==> src/rtl/mult_control_param.sv <==
`default_nettype none
// ============================================================================
// Module   : mult_control_param
// Purpose  : Sequencing controller for a shift-add (Booth-style last step)
//            multiplier. Walks WIDTH add/shift iterations, issues the
//            datapath strobes, and holds the result until Run is released.
// Revision : 1.0 - initial release
// ============================================================================
module mult_control_param #(
    parameter int WIDTH = 8,
    parameter int IW    = $clog2(WIDTH)
) (
    input  logic          Clk,
    input  logic          Reset,
    input  logic          Run,
    input  logic          ClearA_LoadB,
    input  logic          M,
    input  logic          Signed_mode,
    output logic          Clr_ld,
    output logic          Add,
    output logic          Sub,
    output logic          Shift,
    output logic          Busy,
    output logic          Done,
    output logic [IW-1:0] Iter
);

    // Index of the final (sign) iteration.
    localparam logic [IW-1:0] C_LAST_ITER = IW'(WIDTH - 1);

    typedef enum logic [1:0] {
        S_IDLE  = 2'd0,
        S_ADD   = 2'd1,
        S_SHIFT = 2'd2,
        S_HOLD  = 2'd3
    } state_t;

    state_t        r_state;
    logic [IW-1:0] r_iter;
    logic          r_sgn;      // signed mode captured at start of multiply
    logic          r_shift;
    logic          r_busy;
    logic          r_done;

    logic          w_last_iter;
    logic          w_in_add;
    logic          w_sub_sel;

    // Sequencer: state, iteration index, latched mode and registered strobes.
    // Busy/Done/Shift are computed from the next state so they are clean
    // register outputs aligned with the state they describe.
    always_ff @(posedge Clk or posedge Reset) begin
        if (Reset) begin
            r_state <= S_IDLE;
            r_iter  <= '0;
            r_sgn   <= 1'b0;
            r_shift <= 1'b0;
            r_busy  <= 1'b0;
            r_done  <= 1'b0;
        end else begin
            case (r_state)
                S_IDLE: begin
                    // Run has priority over ClearA_LoadB here.
                    if (Run) begin
                        r_state <= S_ADD;
                        r_iter  <= '0;
                        r_sgn   <= Signed_mode;
                        r_busy  <= 1'b1;
                    end
                end
                S_ADD: begin
                    r_state <= S_SHIFT;
                    r_shift <= 1'b1;
                end
                S_SHIFT: begin
                    r_shift <= 1'b0;
                    if (r_iter == C_LAST_ITER) begin
                        r_state <= S_HOLD;
                        r_busy  <= 1'b0;
                        r_done  <= 1'b1;
                    end else begin
                        r_state <= S_ADD;
                        r_iter  <= r_iter + 1'b1;
                    end
                end
                S_HOLD: begin
                    // Stay here until Run drops so a held Run cannot
                    // retrigger a second multiply.
                    if (!Run) begin
                        r_state <= S_IDLE;
                        r_iter  <= '0;
                        r_done  <= 1'b0;
                    end
                end
                default: begin
                    r_state <= S_IDLE;
                    r_iter  <= '0;
                    r_shift <= 1'b0;
                    r_busy  <= 1'b0;
                    r_done  <= 1'b0;
                end
            endcase
        end
    end

    // Add/Sub follow the live multiplier bit; the last iteration of a
    // signed multiply subtracts because the MSB carries negative weight.
    always_comb begin
        w_last_iter = (r_iter == C_LAST_ITER);
        w_in_add    = (r_state == S_ADD);
        w_sub_sel   = w_last_iter & r_sgn;
        Add         = w_in_add & M & ~w_sub_sel;
        Sub         = w_in_add & M &  w_sub_sel;
        Clr_ld      = (r_state == S_IDLE) & ClearA_LoadB & ~Run;
    end

    assign Shift = r_shift;
    assign Busy  = r_busy;
    assign Done  = r_done;
    assign Iter  = r_iter;

endmodule
`default_nettype wire

==> config.mk <==
export PLATFORM = sky130hd
export DESIGN_NAME = mult_control_param
export DESIGN_NICKNAME = d
export VERILOG_FILES = /design/src/rtl/mult_control_param.sv
export SDC_FILE = /design/constraint.sdc
export NUM_CORES = 1
export LEC_CHECK = 0
export ABC_AREA = 1
export CAP_MARGIN = 20
export CORE_MARGIN = 2
export CORE_UTILIZATION = 25
export CTS_CLUSTER_DIAMETER = 80
export CTS_CLUSTER_SIZE = 16
export DETAILED_ROUTE_END_ITERATION = 8
export DONT_BUFFER_PORTS = 1
export GPL_TIMING_DRIVEN = 0
export MAX_ROUTING_LAYER = met4
export PLACE_DENSITY = 0.37
export SETUP_SLACK_MARGIN = 0.02
export SLEW_MARGIN = 0
export SYNTH_ARGS = -nofsm -noshare
export SYNTH_HDL_FRONTEND = slang
export SYNTH_SLANG_ARGS = --single-unit
==> constraint.sdc <==
create_clock -name Clk -period 1.65 [get_ports Clk]
set_input_delay 0.2475 -clock Clk [delete_from_list [all_inputs] [get_ports Clk]]
set_output_delay 0.2475 -clock Clk [all_outputs]
set_load 0.01 [all_outputs]
# Word-level counts from Yosys, hierarchy flattened
# Cells that the tools add are included.
totals:
  in_bits: 6
  register_bits: 9
  wordCells: 48
classes:
  n_bitwise: 8
  n_mux: 15
  n_eq_ne: 8
  n_reduce_logical: 10
  add_sub_neg: 1
ops:
  columns: ["op", "count"]
  rows:
  - ["$mux W3", 3]
  - ["$pmux W3 S3", 1]
  - ["$ne A2 B2 Y1 const B", 4]
  - ["$pmux W2 S4", 1]
  - ["$and A1 B1 Y1", 6]
  - ["$mux W2", 3]
  - ["$pmux W1 S2", 3]
  - ["$reduce_and A3 Y1", 2]
  - ["$reduce_bool A2 Y1", 3]
  - ["$eq A2 B2 Y1 const B", 2]
  - ["$mux W1", 4]
  - ["$reduce_and A2 Y1", 2]
  - ["$reduce_and A4 Y1", 1]
  - ["$add A3 B1 Y3 const B", 1]
  - ["$eq A3 B3 Y1 const B", 1]
  - ["$reduce_bool A3 Y1", 1]
  - ["$eq A2 B1 Y1 const B", 1]
  - ["$logic_not A2 Y1", 1]
  - ["$not A1 Y1", 2]

# Longest topological paths before layout
logic_depth:
  word_depth: 4
  ltp_mapped: 8
  ltp_nobuf: 8

# Least setup slack after synthesis
# Ideal clock, no wire load.
synth_path:
  path_type: "register -> output"
  start: "register r_iter[0], in the netlist Iter[0]"
  end: "output Add"
  t_arrival_ns: 1.072
  t_required_ns: 1.402
  path_buffers: 0
  stages_incl_launch_ff: 5
  setup_slack_ns: 0.331
  path_cell_list: "dfrtp_1 ha_1 ha_1 nand2_1 and3_1"
synth_between:
  elab_chain_cells: 4
synth_lines:
  columns: ["item", "line_no", "text"]
  rows:
  - ["start: declaration", "39", "logic [IW-1:0] r_iter;"]
  - ["start signal: assignment", "83", "r_iter <= r_iter + 1'b1;"]
  - ["$eq A3 B3 Y1", "109", "w_last_iter = (r_iter == C_LAST_ITER);"]
  - ["$and A1 B1 Y1", "111", "w_sub_sel = w_last_iter & r_sgn;"]
  - ["$not A1 Y1", "112", "Add = w_in_add & M & ~w_sub_sel;"]
  - ["$and A1 B1 Y1", "112", null]
  - ["end: declaration", "20", "output logic Add,"]
# Every way passes these cells.

# Final worst setup path
# Ends and elaborated chain as after synthesis.

==> flow_metrics.tcl <==
set metrics [dict create \
    outcome "completed" \
    cts_htree_levels 1 \
    placement.setup.worst_slack_ps 201 \
    io_buffers 0 \
    crit-reg2reg-capture "Iter[2]" \
    antenna_cells 0 \
    nNetsFinal 96 \
    crit_arrival_ps 1300 \
    critPathLaunchType "flop" \
    hold_path.startpoint "Run" \
    timing.final.max_slew_violations 0 \
    p_clk_share_pct 14.8 \
    dr_total_vias 463 \
    leakage_nw 0.373 \
    rr_worst_depth 7 \
    cp-startpoint "Iter[0]" \
    cts_root_buffer "clkbuf_4" \
    finalSetupViolCount 0 \
    die_area_um2 2750 \
    insertion_delay_to_the_later_sink_of_the_worst_skew_pair_ps 260 \
    startpoint_of_the_most_critical_register_to_register_path "r_state[0]" \
    postSynthAreaPerCell_um2 7.62 \
    grt_pass1_wl_um 2030 \
    ioPinCount 15 \
    setup.worst_path.end_class "output port" \
    overall_power_consumption_w 0.00114 \
    slew-limit-headroom_pct 75.0 \
    design.core.area_um2 2210 \
    yosysTopAreaCell "dfrtp_1" \
    drt_iter0_markers 0 \
    vdd.ir_drop.worst_mv 0.725 \
    rsz_0062_raised_after_global_routing "false" \
    synth-warning-count 0 \
    dpl_cell_area_um2 622 \
    post_route_cells_drive_above_1_share_pct 22.0 \
    critPathMaxFanout 4 \
    routabilityCongestion 0.784 \
    initial_utilization_pct 26.5 \
    drtPass1Iterations 1 \
    antenna_found_initial 0 \
    syn-cell-area_um2 587 \
    seq_area_frac_synth_pct 38.4 \
    clock_tree.buffer_depth 2 \
    end_point_of_the_critical_path "Add" \
    maximum_clock_skew_at_final_layout_ps 0.206 \
    met2_usage_pct 16.7 \
    cts_sinks 9 \
    syn_to_final_growth_pct 18.3 \
    grt_use_met1_pct 12.5 \
    cts_post_setup_buffers_inserted 0 \
    netlist.area_leader.share_pct 38.4 \
    cts_tree "built" \
    sw_frac_of_total_pct 46.8 \
    final_hold_viol_count 0 \
    count_of_cell_types_in_the_netlist 12 \
    die_width_um 52.5 \
    critical_path_class "flop to output port" \
    largest_cells_by_area_after_synthesis "dfrtp_1, nand2_1, ha_1" \
    timing.hold.worst.class "primary input to flop" \
    clk_transition_reported_paths_ps 60 \
    internal_power_w 0.000608 \
    power.density_nw_per_um2 1650 \
    track_usage_pct 10.8 \
    remaining_drc_errors 0 \
    routed_wire_length_per_instance_um 11.0 \
    max_freq_mhz 645 \
    die_y_um 52.5 \
    setup_tns_ps 0 \
    tightestPinTransition_ps 375 \
    ant_nets 0 \
    sequentialPowerShare_pct 33.9 \
    min_period_ps 1550 \
    rows 17 \
    synth_common_cells "nand2_1, dfrtp_1, inv_1, nand3_1, ha_1" \
    synth_top_flop_cell "dfrtp_1" \
    postLayoutSetupSlackWorst_ps 98.6 \
    comb_power_share_pct 51.3 \
    hpwl_um 932 \
    ys_async_sr_fraction_pct 100 \
    finalCritPeriodShare_pct 94.0 \
    largest_net_degree_at_the_start_of_global_routing 10 \
    yosysMostFrequentCell "nand2_1" \
    grtUsageMet3_pct 5.43 \
    maxCapViolations 0 \
    vias_per_cell 4.21 \
    synthesis.nets 90 \
    netSwitchingPower_w 0.000535 \
    grt_pass1_vias 485 \
    ys_ff_latch 9 \
    cts_inserted_buffers 3 \
    synthesized_instance_count 77 \
    number_of_flops_mapped_to_enable_cells_by_yosys 0 \
    postLayoutCellArea_um2 694 \
    rrSetupSlack_ps 240 \
    globalRoute.busiestLayer "met2" \
    cp.required_ps 1400 \
    grt.overflow.total 0 \
    postLayoutCoreUtil_pct 31.4 \
    detailed_route_wl_um 1210 \
]
## routing by layer
metal	up-vias	wire length (um)
li1	249	-
met3	2	74
met4	0	8
met1	204	562
met2	8	563
met5	-	0
## registers in the layout (all words and copies together), names as in the netlist
| signal | cells |
|---|---|
| r_state | 2 |
| r_sgn | 1 |
| Busy | 1 |
| Done | 1 |
| Iter | 3 |
| Shift | 1 |
## worst max-delay path, cell delays in order (launching register included)
cell and delay (ps):
dfrtp_2 460, ha_4 180, ha_4 160, nand2_2 60
and3_4 180
## cells in the final DEF, fill, tap and decap left out, drive strengths merged
cell         synthesis  layout
nand2               31      31
o21ai                4       4
ha                   7       7
nor2                 5       5
nand3                8       8
clkbuf               0       4
dfrtp                9       9
and3                 1       1
inv                 12      12
dlygate4sd3          0       1
## final cells by class
type                       count  area [um^2]
clock buffer                   4         26.3
fill                         260         1520
inverter                      12         45.0
multi-input combinational     56          352
sequential                     9          226
tap                           28         35.0
timing repair buffer           1         10.0
## worst min path at each step
stage	to	cells past startpoint
3_5_place_dp	Shift	1
4_1_cts	r_sgn	2
3_3_place_gp	Shift	1
6_report	r_sgn	2
2_1_floorplan	Busy	1
5_1_grt	r_sgn	2
## power groups by stage
| stage | logic, W | registers, W | clock network (W) |
|---|---|---|---|
| 2_1_floorplan | 0.000474 | 0.000364 | 0 |
| 3_3_place_gp | 0.000570 | 0.000381 | 0 |
| 3_5_place_dp | 0.000564 | 0.000385 | 0 |
| 4_1_cts | 0.000579 | 0.000382 | 0.000181 |
| 5_1_grt | 0.000676 | 0.000396 | 0.000192 |
| 6_report | 0.000587 | 0.000388 | 0.000169 |
## kinds of logic (layout without fill, tap and decap cells)
family / after synthesis / in the layout / share of synthesized area (%)
compound gates: 4 / 4 / 3.41
fa+ha+maj: 7 / 7 / 14.9
buf+inv: 12 / 17 / 7.68
flops: 9 / 9 / 38.4
simple gates: 45 / 45 / 35.6
## per-stage QoR
step           instances  hold slack (ps)
6_report             110              120
3_3_place_gp         105              138
2_1_floorplan         77             75.4
4_1_cts              110              119
3_5_place_dp         105              144
5_1_grt              110              128
## timing repair
action	CTS	global route
hold endpoints to repair	9	0
hold buffers	1	0
endpoints found under the setup margin	2	3
resized for setup	4	4
Power figures use the tool's default switching activity.
